**config.mk**
```make
export PLATFORM = sky130hd
export DESIGN_NAME = mul4_fitness_sequencer
export DESIGN_NICKNAME = d
export VERILOG_FILES = /design/src/rtl/mul4_eval_pkg.sv /design/src/rtl/mul4_lane_checker.sv /design/src/rtl/mul4_fitness_sequencer.sv
export SDC_FILE = /design/constraint.sdc
export NUM_CORES = 1
export LEC_CHECK = 0
export ABC_AREA = 1
export BUFFER_PORTS_ARGS = -buffer_cell sky130_fd_sc_hd__buf_4
export CORE_ASPECT_RATIO = 1.75
export CORE_MARGIN = 8
export CORE_UTILIZATION = 50
export DETAILED_ROUTE_END_ITERATION = 12
export PLACE_DENSITY = 0.83
export SYNTH_ARGS = -nofsm -noshare
export SYNTH_HDL_FRONTEND = slang
export SYNTH_HIERARCHICAL = 1
export SYNTH_SLANG_ARGS = --single-unit
export TNS_END_PERCENT = 10
```
**constraint.sdc**
```tcl
create_clock -name clk -period 8.8 [get_ports clk]
set_input_delay 0.88 -clock clk [delete_from_list [all_inputs] [get_ports clk]]
set_output_delay 0.88 -clock clk [all_outputs]
set_load 0.03 [all_outputs]
```
**src/rtl/mul4_eval_pkg.sv**
```systemverilog
// Shared definitions for the 2x2-bit multiplier fitness evaluator.
//   - FSM state encoding for the sequencer
//   - lane/round/product geometry and score limits
//   - golden_prod(): reference 2x2 -> 4-bit unsigned product
package mul4_eval_pkg;

    localparam int LANES          = 16;
    localparam int ROUNDS         = 16;
    localparam int PROD_W         = 4;
    localparam int MAX_BIT_SCORE  = 1024;  // 16 rounds * 16 lanes * 4 bits
    localparam int MAX_LANE_SCORE = 256;   // 16 rounds * 16 lanes
    localparam int BIT_CNT_W      = 7;     // per-round matching bits, 0..64
    localparam int LANE_CNT_W     = 5;     // per-round matching lanes, 0..16

    typedef enum logic [2:0] {
        S_IDLE,
        S_DRIVE,
        S_SETTLE_W,
        S_SAMPLE,
        S_DONE
    } state_e;

    function automatic logic [PROD_W-1:0] golden_prod(input logic [1:0] a,
                                                      input logic [1:0] b);
        return {2'b00, a} * {2'b00, b};
    endfunction

endpackage

```
**src/rtl/mul4_lane_checker.sv**
```systemverilog
// Combinational scorer for one evaluation round.
// Compares each lane's candidate result {y3,y2,y1,y0} against the golden
// product of its operands {a1,a0} * {b1,b0}.
// Ports:
//   a1,a0,b1,b0  per-lane operand bits presented to the candidate
//   y3..y0       per-lane candidate product bits
//   bit_cnt      number of matching product bits this round (0..64)
//   lane_cnt     number of lanes whose full 4-bit result matches (0..16)
module mul4_lane_checker
    import mul4_eval_pkg::*;
(
    input  logic [LANES-1:0]      a1,
    input  logic [LANES-1:0]      a0,
    input  logic [LANES-1:0]      b1,
    input  logic [LANES-1:0]      b0,
    input  logic [LANES-1:0]      y3,
    input  logic [LANES-1:0]      y2,
    input  logic [LANES-1:0]      y1,
    input  logic [LANES-1:0]      y0,
    output logic [BIT_CNT_W-1:0]  bit_cnt,
    output logic [LANE_CNT_W-1:0] lane_cnt
);

    logic [LANES-1:0][2:0] lane_bits;  // matching bits per lane, 0..4
    logic [LANES-1:0]      lane_ok;

    for (genvar i = 0; i < LANES; i++) begin : g_lane
        logic [PROD_W-1:0] p;
        logic [PROD_W-1:0] y;
        logic [PROD_W-1:0] m;

        assign p = golden_prod({a1[i], a0[i]}, {b1[i], b0[i]});
        assign y = {y3[i], y2[i], y1[i], y0[i]};
        assign m = ~(y ^ p);

        assign lane_bits[i] = 3'(m[0]) + 3'(m[1]) + 3'(m[2]) + 3'(m[3]);
        assign lane_ok[i]   = &m;
    end

    // Linear sum as written; synthesis rebalances it into a tree.
    always_comb begin
        bit_cnt  = '0;
        lane_cnt = '0;
        for (int i = 0; i < LANES; i++) begin
            bit_cnt  = bit_cnt + BIT_CNT_W'(lane_bits[i]);
            lane_cnt = lane_cnt + LANE_CNT_W'(lane_ok[i]);
        end
    end

endmodule

```
**src/rtl/mul4_fitness_sequencer.sv**
```systemverilog
// Fitness evaluation controller for a 16-lane bit-sliced 2x2 multiplier
// candidate. Runs 16 rounds of rotated exhaustive operand patterns so that
// every lane sees all 16 operand combinations, and accumulates bit-level and
// lane-level match scores.
// Ports:
//   clk, rst_n              clock, asynchronous active-low reset
//   start_i                 begin evaluation (honoured only in IDLE)
//   abort_i                 cancel a running evaluation
//   a1_o,a0_o,b1_o,b0_o     operand bits per lane, to the candidate
//   y3_i..y0_i              candidate product bits per lane
//   busy_o                  evaluation in progress
//   done_o                  one-cycle pulse when scores are final
//   bit_score_o             matching product bits, 0..1024
//   lane_score_o            fully correct lane results, 0..256
//   perfect_o               bit_score_o reached 1024 on the last run
module mul4_fitness_sequencer #(
    parameter int SETTLE = 1,   // cycles from driving operands to sampling y, >= 1
    parameter int LANES  = 16   // fixed: the pattern encoding assumes 16 lanes
) (
    input  logic             clk,
    input  logic             rst_n,
    input  logic             start_i,
    input  logic             abort_i,
    output logic [LANES-1:0] a1_o,
    output logic [LANES-1:0] a0_o,
    output logic [LANES-1:0] b1_o,
    output logic [LANES-1:0] b0_o,
    input  logic [LANES-1:0] y3_i,
    input  logic [LANES-1:0] y2_i,
    input  logic [LANES-1:0] y1_i,
    input  logic [LANES-1:0] y0_i,
    output logic             busy_o,
    output logic             done_o,
    output logic [10:0]      bit_score_o,
    output logic [8:0]       lane_score_o,
    output logic             perfect_o
);
    import mul4_eval_pkg::*;

    localparam int WCW = (SETTLE > 1) ? $clog2(SETTLE) : 1;

    state_e                 state;
    logic [3:0]             round;
    logic [WCW-1:0]         wcnt;

    logic [LANES-1:0]       pat_a1, pat_a0, pat_b1, pat_b0;
    logic [3:0]             c;
    logic [BIT_CNT_W-1:0]   rnd_bit_cnt;
    logic [LANE_CNT_W-1:0]  rnd_lane_cnt;

    // Lane i in round r is driven with operand code (i + r) mod 16, so over
    // 16 rounds each lane walks through every {a1,a0,b1,b0} combination.
    always_comb begin
        pat_a1 = '0;
        pat_a0 = '0;
        pat_b1 = '0;
        pat_b0 = '0;
        c      = '0;
        for (int i = 0; i < LANES; i++) begin
            c         = 4'(i) + round;
            pat_a1[i] = c[3];
            pat_a0[i] = c[2];
            pat_b1[i] = c[1];
            pat_b0[i] = c[0];
        end
    end

    // Scores the registered operands against what the candidate returns.
    mul4_lane_checker u_checker (
        .a1       (a1_o),
        .a0       (a0_o),
        .b1       (b1_o),
        .b0       (b0_o),
        .y3       (y3_i),
        .y2       (y2_i),
        .y1       (y1_i),
        .y0       (y0_i),
        .bit_cnt  (rnd_bit_cnt),
        .lane_cnt (rnd_lane_cnt)
    );

    always_ff @(posedge clk or negedge rst_n) begin
        if (!rst_n) begin
            state        <= S_IDLE;
            round        <= '0;
            wcnt         <= '0;
            a1_o         <= '0;
            a0_o         <= '0;
            b1_o         <= '0;
            b0_o         <= '0;
            busy_o       <= 1'b0;
            done_o       <= 1'b0;
            bit_score_o  <= '0;
            lane_score_o <= '0;
            perfect_o    <= 1'b0;
        end else begin
            done_o <= 1'b0;
            // Abort wins over everything else, including the final SAMPLE
            // and the DONE cycle, so a cancelled run never reports.
            if (abort_i && (state != S_IDLE)) begin
                state        <= S_IDLE;
                round        <= '0;
                wcnt         <= '0;
                a1_o         <= '0;
                a0_o         <= '0;
                b1_o         <= '0;
                b0_o         <= '0;
                busy_o       <= 1'b0;
                bit_score_o  <= '0;
                lane_score_o <= '0;
                perfect_o    <= 1'b0;
            end else begin
                case (state)
                    S_IDLE: begin
                        if (start_i) begin
                            bit_score_o  <= '0;
                            lane_score_o <= '0;
                            perfect_o    <= 1'b0;
                            round        <= '0;
                            busy_o       <= 1'b1;
                            state        <= S_DRIVE;
                        end
                    end
                    S_DRIVE: begin
                        a1_o <= pat_a1;
                        a0_o <= pat_a0;
                        b1_o <= pat_b1;
                        b0_o <= pat_b0;
                        // With SETTLE=1 the sample happens right after the
                        // drive cycle; otherwise hold SETTLE-1 extra cycles.
                        if (SETTLE == 1) begin
                            state <= S_SAMPLE;
                        end else begin
                            wcnt  <= WCW'(SETTLE - 1);
                            state <= S_SETTLE_W;
                        end
                    end
                    S_SETTLE_W: begin
                        if (wcnt <= WCW'(1)) begin
                            wcnt  <= '0;
                            state <= S_SAMPLE;
                        end else begin
                            wcnt <= wcnt - 1'b1;
                        end
                    end
                    S_SAMPLE: begin
                        // Maxima are 1024 and 256, so these widths never wrap.
                        bit_score_o  <= bit_score_o + 11'(rnd_bit_cnt);
                        lane_score_o <= lane_score_o + 9'(rnd_lane_cnt);
                        if (round == 4'(ROUNDS - 1)) begin
                            state <= S_DONE;
                        end else begin
                            round <= round + 1'b1;
                            state <= S_DRIVE;
                        end
                    end
                    S_DONE: begin
                        done_o    <= 1'b1;
                        busy_o    <= 1'b0;
                        perfect_o <= (bit_score_o == 11'(MAX_BIT_SCORE));
                        a1_o      <= '0;
                        a0_o      <= '0;
                        b1_o      <= '0;
                        b0_o      <= '0;
                        round     <= '0;
                        state     <= S_IDLE;
                    end
                    default: state <= S_IDLE;
                endcase
            end
        end
    end

endmodule

```
==> summary.md, run 1 <==
| Metric | Value |
|---|---|
| Seq/Total Area, Yosys | 0.209 |
| Clock transition at path regs | around 50 ps |
| ANT nets after route | 0 |
| Simple-gate area share of the yosys netlist | 0.184 |
| Vias in the first global route | 6691 |
| Synth warn | 6 |
| Fmax | roughly 120 MHz |
| Root Buffer | clkbuf_16 |
| Adder-cell share of the synthesized area | 0.311 |
| Met3 usage | 0.0450 |
| Setup Crit Path Kind | register to register |
| Main area contributors after synthesis | dfrtp_1, fa_1, ha_1 |
| Clk_lat worst skew | around 330 ps |
| Slew @ Worst Pin | roughly 1000 ps |
| Num CTS Buffers | 9 |
| RSZ-0062 raised after global routing | false |
| Starting Density | 0.505 |
| Cell area after synthesis | 7190 um^2 |
| Wire length per cell | roughly 17 um |
| CP bufs+invs | 4 |
| Post-synth ARST share | 1.00 |
| CP arrival | between 8000 and 9000 ps |
| Initial antenna violation count | 0 |
| Worst path max stage delay | 580 ps |
| Final nets | 1238 |
| DRT iter0 DRCs | ~260 |
| Type of origin of the critical path | register |
| Die area | about 19000 um^2 |
| Most frequent cell after synthesis | inv_1 |
| Share of the synthesized area in the top cell type | 0.209 |
| Chip Height | 175 um |
| CTS Hold Bufs | 0 |
| Routed WL | ~21000 um |
| Worst min path class | register to register |
| Diode count | 0 |
| First-pass GRT wire length | about 34000 um |
| Slew Limit Fails | 0 |
| DP HPWL | around 18000 um |
| Post-CTS Setup Bufs | 0 |
| Critical Path End Type | register |
| Post-synthesis mux area share | 0 |
| DRC Markers | 0 |
| Maximum root-to-sink buffer count | 2 |
| Clock skew | approximately 6.7 ps |
| CTS tree | built |
| Main synth FF type | dfrtp_1 |
| Final setup viols | 0 |
| PostCTS Resize Cnt | 0 |
| Synth-to-Final Area Change | 19.5% |
| Placer Congestion | 0.988 |
| Mapped Cells | 907 |
| Yosys cell types | 32 |
| Compound-Gate Fraction of Synth Area | 0.0456 |
| Post-Synth XOR/XNOR Area | 0.0975 |
| Die X-Extent | 107 um |
| I/O Pins | between 150 and 200 |
| Cell row count | 58 |
| Main combinational cell family by area after synthesis | adder cells |
| Max_cap viols | 0 |
| Delay-heaviest family, CP | adder cells |
| Top Usage Layer GRT | met2 |
| Top cell type by total area after synthesis | dfrtp_1 |
| EDFF count, synth | 0 |
| Critical Path RT | 9060 ps |
| GR Overflow Total | 0 |
| # clock sinks | 60 |
| Setup tns final | 0 ps |
| H-tree Lvls | 3 |
| Fraction of layout instances using a drive strength above 1 | 0.177 |
| Hold Vio Cnt, Final | 0 |
| Fin crit share | 0.917 |
| Initial DRT Pass Iterations | 7 |
| Largest net degree at the start of global routing | 61 |
| Commonest cells in the netlist | inv_1, nand2_1, ha_1 |
| Fin crit period | a little over 8000 ps |
| IO Port Bufs | 154 |
| Status | completed |
| Average size of a mapped cell | slightly below 8 um^2 |
| Met2 usage | 0.400 |
| Worst-path maximum fanout | 20 |
| Syn_nets | roughly 1.1k |
| Vias per cell | 5.14 |
| Gr usage total | 0.232 |
| Most used cell, CP | fa_1 |
| Synth Register Bits | 60 |
| Core Region | between 10000 and 15000 um^2 |
| Slew headroom | 0.306 |
| DR vias | 6253 |
| Slowest-stage cell, CP | fa_1 |
| Met1 GRT Util | 0.234 |
==> logic make-up after synthesis <==
group	count (synthesis)
buf+inv	255
fa+ha+maj	139
compound gates	62
flops	60
simple gates	311
xor+xnor	80
==> cell type report <==
cell class | instances | area [um^2]
Fill cell | 1252 | 5630
Clock inverter | 3 | 45.0
Multi-Input combinational cell | 592 | 4590
Tap cell | 180 | 225
Timing Repair Buffer | 157 | 1180
Sequential cell | 60 | 1500
Inverter | 211 | 792
Clock buffer | 13 | 260
==> layer usage <==
layer,wire length (um),up-vias
met4,1700,0
met3,1130,81
met2,10900,238
li1,-,2955
met1,7240,2979
met5,0,-
==> per-stage QoR <==
stage | cell area, um^2 | setup WS, ps | cells | hold slack [ps] | utilization
final | 8590 | 730 | 1216 | 529 | 0.604
after CTS | 8590 | 745 | 1216 | 530 | 0.604
after detailed placement | 8290 | 811 | 1200 | 518 | 0.583
after global routing | 8590 | 309 | 1216 | 560 | 0.604
after global placement | 8290 | 910 | 1200 | 508 | 0.583
after floorplan | 7190 | 1230 | 907 | 488 | -
==> worst register-to-register path, delay by kind of cell (launching register included) <==
kind            cells  cell delay (ps)
buf+inv             4              390
compound gates      1               60
xor+xnor            1              420
flops               1              440
fa+ha+maj          13             5590
simple gates       12             1100
==> worst paths after layout <==
path                       slack [ps]  cells past startpoint               to       startpoint
min reg2reg                       530                      2  lane_score_o[8]  lane_score_o[8]
max in group asynchronous        7630                      1   bit_score_o[9]            rst_n
max                               730                     31  bit_score_o[10]         b0_o[13]
max reg2reg                       730                     31  bit_score_o[10]         b0_o[13]
min in group asynchronous         630                      1         a1_o[15]            rst_n
min                               530                      2  lane_score_o[8]  lane_score_o[8]
==> flip-flops by register name, indices dropped and copies added (netlist names) <==
signal        count
done_o            1
a1_o             16
round             4
lane_score_o      9
bit_score_o      11
b1_o              4
state             3
a0_o              8
perfect_o         1
busy_o            1
b0_o              2
==> placed cells by master, fill, tap and decap left out, drive strengths merged <==
master / synthesis / routed
a211oi: 1 / 1
a21o: 1 / 1
a21oi: 30 / 30
a22o: 1 / 1
buf: 42 / 157
bufinv: 0 / 1
clkbuf: 2 / 13
clkinvlp: 0 / 2
dfrtp: 60 / 60
fa: 66 / 66
ha: 73 / 73
inv: 211 / 211
nand2: 196 / 196
nand3: 33 / 33
nand3b: 4 / 4
nand4: 14 / 14
nor2: 52 / 52
nor3: 5 / 5
nor3b: 3 / 3
nor4: 2 / 2
o211ai: 1 / 1
o21ai: 26 / 26
o22ai: 2 / 2
or2: 2 / 2
xnor2: 51 / 51
xor2: 29 / 29
Power of run 1 is not shown: default switching activity piles up to over one toggle a cycle in this logic, so the estimate is an artifact.
==> inputs of run 2 (changes only) <==
Settings changed: BUFFER_PORTS_ARGS -buffer_cell sky130_fd_sc_hd__buf_4 to -buffer_cell sky130_fd_sc_hd__buf_2, CORE_UTILIZATION 50 to 40, PLACE_DENSITY 0.83 to 0.71.
==> run 2 against run 1 <==
Compared with the run above:
- critical path depth grew 2
- flip-flop and latch count unchanged
- clock skew hardly changed
- first-iteration DRC count increased by 24%
- register-to-register slack got worse by 99 ps
- worst setup slack got worse by 99 ps
==> summary.md, run 2 (synthesized netlist as in run 1, its figures left out) <==
| Metric | Value |
|---|---|
| End-of-flow core utilization | 0.464 (-0.140) |
| Core Region | 17800 um^2 (+25%) |
| Slew headroom | 0.348 (+0.0419) |
| Die area | 22700 um^2 (+22%) |
| Fraction of layout instances using a drive strength above 1 | 0.178 (+0.000965) |
| Clock transition at path regs | 60 ps (about the same) |
| Flop-to-flop setup slack | 630 ps (-100 ps) |
| H-tree Lvls | 3 (unchanged) |
| Root Buffer | clkbuf_16 |
| ANT nets after route | 0 (unchanged) |
| Max_cap viols | 0 (unchanged) |
| PostCTS Resize Cnt | 0 (unchanged) |
| Wire length per cell | 16.5 um (-4.7%) |
| Slew Limit Fails | 0 (unchanged) |
| DRC Markers | 0 (unchanged) |
| Fin crit share | 0.928 (+0.0112) |
| IO Port Bufs | 154 (unchanged) |
| Post-CTS Setup Bufs | 0 (unchanged) |
| Slew @ Worst Pin | 975 ps (-62.7 ps) |
| Largest reg by FF count | a1_o |
| RSZ-0062 raised after global routing | false |
| Gr usage total | 0.190 (-0.0420) |
| CTS Hold Bufs | 0 (unchanged) |
| Most frequent cells in the layout | inv_1, nand2_1, buf_2, ha_1, fa_1 |
| Initial DRT Pass Iterations | 4 (-3) |
| # clock sinks | 60 (unchanged) |
| Die X-Extent | 117 um (+10%) |
| Non-filler cells in the finished layout | 1271 (+4.5%) |
| DP HPWL | 17800 um (+1.6%) |
| CTS tree | built |
| Biggest registers after layout | a1_o x16, bit_score_o x11, lane_score_o x9 |
| Setup tns final | 0 ps (unchanged) |
| Final setup viols | 0 (unchanged) |
| Setup Crit Path Kind | register to register |
| Routed WL | 20900 um (-0.37%) |
| Vias per cell | 4.74 (-7.9%) |
| Final nets | 1238 (unchanged) |
| Most used cell, CP | fa_1 |
| Critical Path End Type | register |
| Number of flip-flops in the largest register | 16 (unchanged) |
| GR Overflow Total | 0 (unchanged) |
| Status | completed |
| Type of origin of the critical path | register |
| Synth-to-Final Area Change | 15.0% |
| Worst min path class | register to register |
| FILL cells | 1785 (+43%) |
| Hold Vio Cnt, Final | 0 (unchanged) |
| Vias in the first global route | 6586 (-1.6%) |
| Initial antenna violation count | 1 (+1) |
| Cell row count | 65 (+12%) |
| Chip Height | 193 um (+11%) |
| Fin crit period | 8170 ps (+98.7 ps) |
| Starting Density | 0.404 (-0.102) |
| Largest net degree at the start of global routing | 61 (unchanged) |
| Placement Cell Area | 7970 um^2 (-3.8%) |
| Clk_lat worst skew | 330 ps (about the same) |
| Num CTS Buffers | 9 (unchanged) |
| Worst-path maximum fanout | 13 (-35%) |
| Clock skew | 6.16 ps (-0.500 ps) |
| Slowest-stage cell, CP | fa_1 |
| Critical Path RT | 9060 ps (about the same) |
| Maximum root-to-sink buffer count | 2 (unchanged) |
| Placer Congestion | 0.933 (-5.6%) |
| Commonest non-fill, non-tap cell in the layout | inv_1 |
| Placed insts | 1254 (+4.5%) |
| CP arrival | 8430 ps (+100 ps) |
| DRT iter0 DRCs | 321 (+24%) |
| I/O Pins | 155 (unchanged) |
| DR vias | 6020 (-3.7%) |
| Worst path max stage delay | 580 ps (about the same) |
| First-pass GRT wire length | 34100 um (+1.6%) |
| Fmax | 122 MHz (-1.2%) |
| Cell area after layout | 8260 um^2 (-3.8%) |
==> run 2: cell types whose count changed in the layout (fill, tap and decap cells not counted) <==
cell / delta
buf_2: +154
buf_4: -154
clkbuf_1: -1
clkbuf_8: -2
clkinv_2: +2
clkinv_4: +2
clkinvlp_4: -1
diode_2: +1
==> run 2: path summary, 6_finish.rpt <==
kind,to,startpoint,depth (start not counted)
worst max-delay path,bit_score_o[10],b0_o[14],33
worst min-delay path,lane_score_o[4],lane_score_o[4],2
worst max register to register,bit_score_o[10],b0_o[14],33
worst min register to register,lane_score_o[4],lane_score_o[4],2
max in group asynchronous,bit_score_o[6],rst_n,2
min in group asynchronous,a0_o[7],rst_n,2
==> run 2: layout make-up <==
cell class                 instances  area [um^2]  area share
sequential                        60         1500       0.182
tap                              234          293      0.0354
timing repair buffer             157          793      0.0960
inverter                         211          792      0.0958
clock buffer                      10          229      0.0277
clock inverter                     6         65.1     0.00787
multi-input combinational        592         4590       0.555
antenna                            1         2.50    0.000303
==> run 2: per-layer routing <==
| layer | up-vias | global-route usage | wire length [um] |
|---|---|---|---|
| li1 | 2952 | - | - |
| met4 | 0 | 0.130 | 1360 |
| met5 | - | 0 | 0 |
| met3 | 62 | 0.0312 | 1050 |
| met1 | 2808 | 0.196 | 7560 |
| met2 | 198 | 0.342 | 11000 |
==> run 2: metrics by stage <==
stage	setup slack, ps	hold slack, ps
after floorplan	1230	488
after global placement	729	500
after detailed placement	609	514
after CTS	590	529
after global routing	218	559
final	631	534
==> run 2: worst max-delay path, delay by kind of cell (launching register included) <==
kind | cells | cell delay (ps)
adder cells (fa/ha/maj) | 13 | 5510
AND/OR/NAND/NOR | 12 | 1040
buffers and inverters | 6 | 640
flip-flops | 1 | 540
XOR/XNOR | 1 | 320
AO/OA/AOI/OAI | 1 | 60
Power of run 2 is left out for the same reason.
==> inputs of run 3 (changes only) <==
Clock period 8.8 ns to 9.7 ns, I/O delays scaled along.
==> run 3 against run 2 <==
Compared with the run above:
- flip-flop and latch count stayed put
- routed wire length is 0.21% lower
- via count is 0.20% higher
- first-iteration DRC count is 24% lower
- final cell count is 0.16% lower
- register-to-register slack better by 870 ps
- highest routed layer unchanged
==> summary.md, run 3 (synthesized netlist as in run 1, its figures left out) <==
| Metric | Value |
|---|---|
| Largest net degree at the start of global routing | 61 (unchanged) |
| Critical Path RT | 9960 ps (+900 ps) |
| Status | completed |
| Post-CTS Setup Bufs | 0 (unchanged) |
| Setup Crit Path Kind | register to register |
| Die area | 22700 um^2 (unchanged) |
| Setup tns final | 0 ps (unchanged) |
| Synth-to-Final Area Change | 14.6% |
| Slew Limit Fails | 0 (unchanged) |
| Gr usage total | 0.190 (+0.000197) |
| Final setup viols | 0 (unchanged) |
| Slew @ Worst Pin | 997 ps (+22.1 ps) |
| DP HPWL | 17500 um (-2.1%) |
| Vias per cell | 4.75 (+0.36%) |
| Starting Density | 0.404 (unchanged) |
| CTS tree | built |
| Cell area after layout | 8230 um^2 (-0.36%) |
| DRT iter0 DRCs | 243 (-24%) |
| CTS Hold Bufs | 0 (unchanged) |
| Fraction of layout instances using a drive strength above 1 | 0.176 (-0.00159) |
| Largest reg by FF count | a1_o |
| Reg2reg start | b0_o[14] |
| Hold-critical path depth | 2 (unchanged) |
| I/O Pins | 155 (unchanged) |
| Clk_lat worst skew | 330 ps (about the same) |
| Worst Reg-to-Reg Cells | 32 (-3.0%) |
| Maximum root-to-sink buffer count | 2 (unchanged) |
| Slowest-stage cell, CP | dfrtp_1 |
| Most frequent cells in the layout | inv_1, nand2_1, buf_2, ha_1, fa_1 |
| Fmax | 122 MHz (-0.31%) |
| Die X-Extent | 117 um (unchanged) |
| Reg-to-Reg End | bit_score_o[10] |
| Most used cell, CP | fa_1 |
| Number of flip-flops in the largest register | 16 (unchanged) |
| Flop-to-flop setup slack | 1510 ps (+870 ps) |
| Hold Path Sink | lane_score_o[4] |
| DRC Markers | 0 (unchanged) |
| IO Port Bufs | 154 (unchanged) |
| Vias in the first global route | 6697 (+1.7%) |
| Initial DRT Pass Iterations | 4 (unchanged) |
| ANT nets after route | 0 (unchanged) |
| Chip Height | 193 um (unchanged) |
| Initial antenna violation count | 1 (unchanged) |
| Slew headroom | 0.333 (-0.0147) |
| DR vias | 6032 (+0.20%) |
| RSZ-0062 raised after global routing | false |
| Num CTS Buffers | 9 (unchanged) |
| Worst-path maximum fanout | 25 (+12) |
| Cell row count | 65 (unchanged) |
| CP arrival | 8460 ps (+30 ps) |
| Worst path max stage delay | 950 ps (+370 ps) |
| Placer Congestion | 0.887 (-4.9%) |
| Fin crit period | 8190 ps (+25.8 ps) |
| Worst min path class | register to register |
| Clock skew | 7.47 ps (+1.31 ps) |
| Fin crit share | 0.845 (-0.0835) |
| First-pass GRT wire length | 34000 um (-0.18%) |
| Biggest registers after layout | a1_o x16, bit_score_o x11, lane_score_o x9 |
| Wire length per cell | 16.5 um (about the same) |
| # clock sinks | 60 (unchanged) |
| Hold Vio Cnt, Final | 0 (unchanged) |
| Core Region | 17800 um^2 (unchanged) |
| GR Overflow Total | 0 (unchanged) |
| Placement Cell Area | 7950 um^2 (-0.19%) |
| Root Buffer | clkbuf_16 |
| Critical Path End Type | register |
| Clock transition at path regs | 60 ps (about the same) |
| Routed WL | 20900 um (-0.21%) |
| Final nets | 1236 (-0.16%) |
| H-tree Lvls | 3 (unchanged) |
| Commonest non-fill, non-tap cell in the layout | inv_1 |
| Type of origin of the critical path | register |
| Max_cap viols | 0 (unchanged) |
| PostCTS Resize Cnt | 0 (unchanged) |
| Hold_sp | lane_score_o[4] |
-- run 3: worst max path at each step --
stage	start	endpoint	slack, ps	cells past startpoint
after floorplan	b0_o[13]	bit_score_o[10]	2130	32
after global placement	b0_o[14]	bit_score_o[10]	1560	31
after detailed placement	b0_o[14]	bit_score_o[10]	1510	32
after CTS	b0_o[14]	bit_score_o[10]	1490	32
after global routing	b0_o[14]	bit_score_o[9]	1010	31
final	b0_o[14]	bit_score_o[10]	1510	32
-- run 3: through the flow --
step	hold slack, ps	util	instances	worst slack, ps
6_report	526	0.462	1269	1510
5_1_grt	559	0.462	1269	1010
4_1_cts	526	0.462	1268	1490
3_5_place_dp	509	0.447	1252	1510
3_3_place_gp	504	0.447	1252	1560
2_1_floorplan	488	-	907	2130
-- run 3: worst max-delay path, delay by kind of cell, from the launching register on --
kind | cells | cell delay, ps
AO/OA/AOI/OAI | 1 | 60
adder cells (fa/ha/maj) | 13 | 5480
flip-flops | 1 | 950
AND/OR/NAND/NOR | 12 | 1050
buffers and inverters | 5 | 380
XOR/XNOR | 1 | 190
-- run 3: layout make-up --
class / instances / area [um^2]
repair buffers: 155 / 778
flip-flops and latches: 60 / 1500
clock inverters: 5 / 36.3
multi-input cells: 592 / 4590
clock buffers: 11 / 243
fillers: 1794 / 9580
well taps: 234 / 293
diodes: 1 / 2.50
inverters: 211 / 792
-- run 3: routing by layer --
| metal | share of wire | vias to the layer above | global-route usage |
|---|---|---|---|
| met5 | 0 | - | 0 |
| met4 | 0.063 | 0 | 0.121 |
| met3 | 0.053 | 61 | 0.0309 |
| met2 | 0.53 | 186 | 0.356 |
| met1 | 0.35 | 2839 | 0.189 |
| li1 | - | 2946 | - |
Power of run 3 is left out for the same reason.
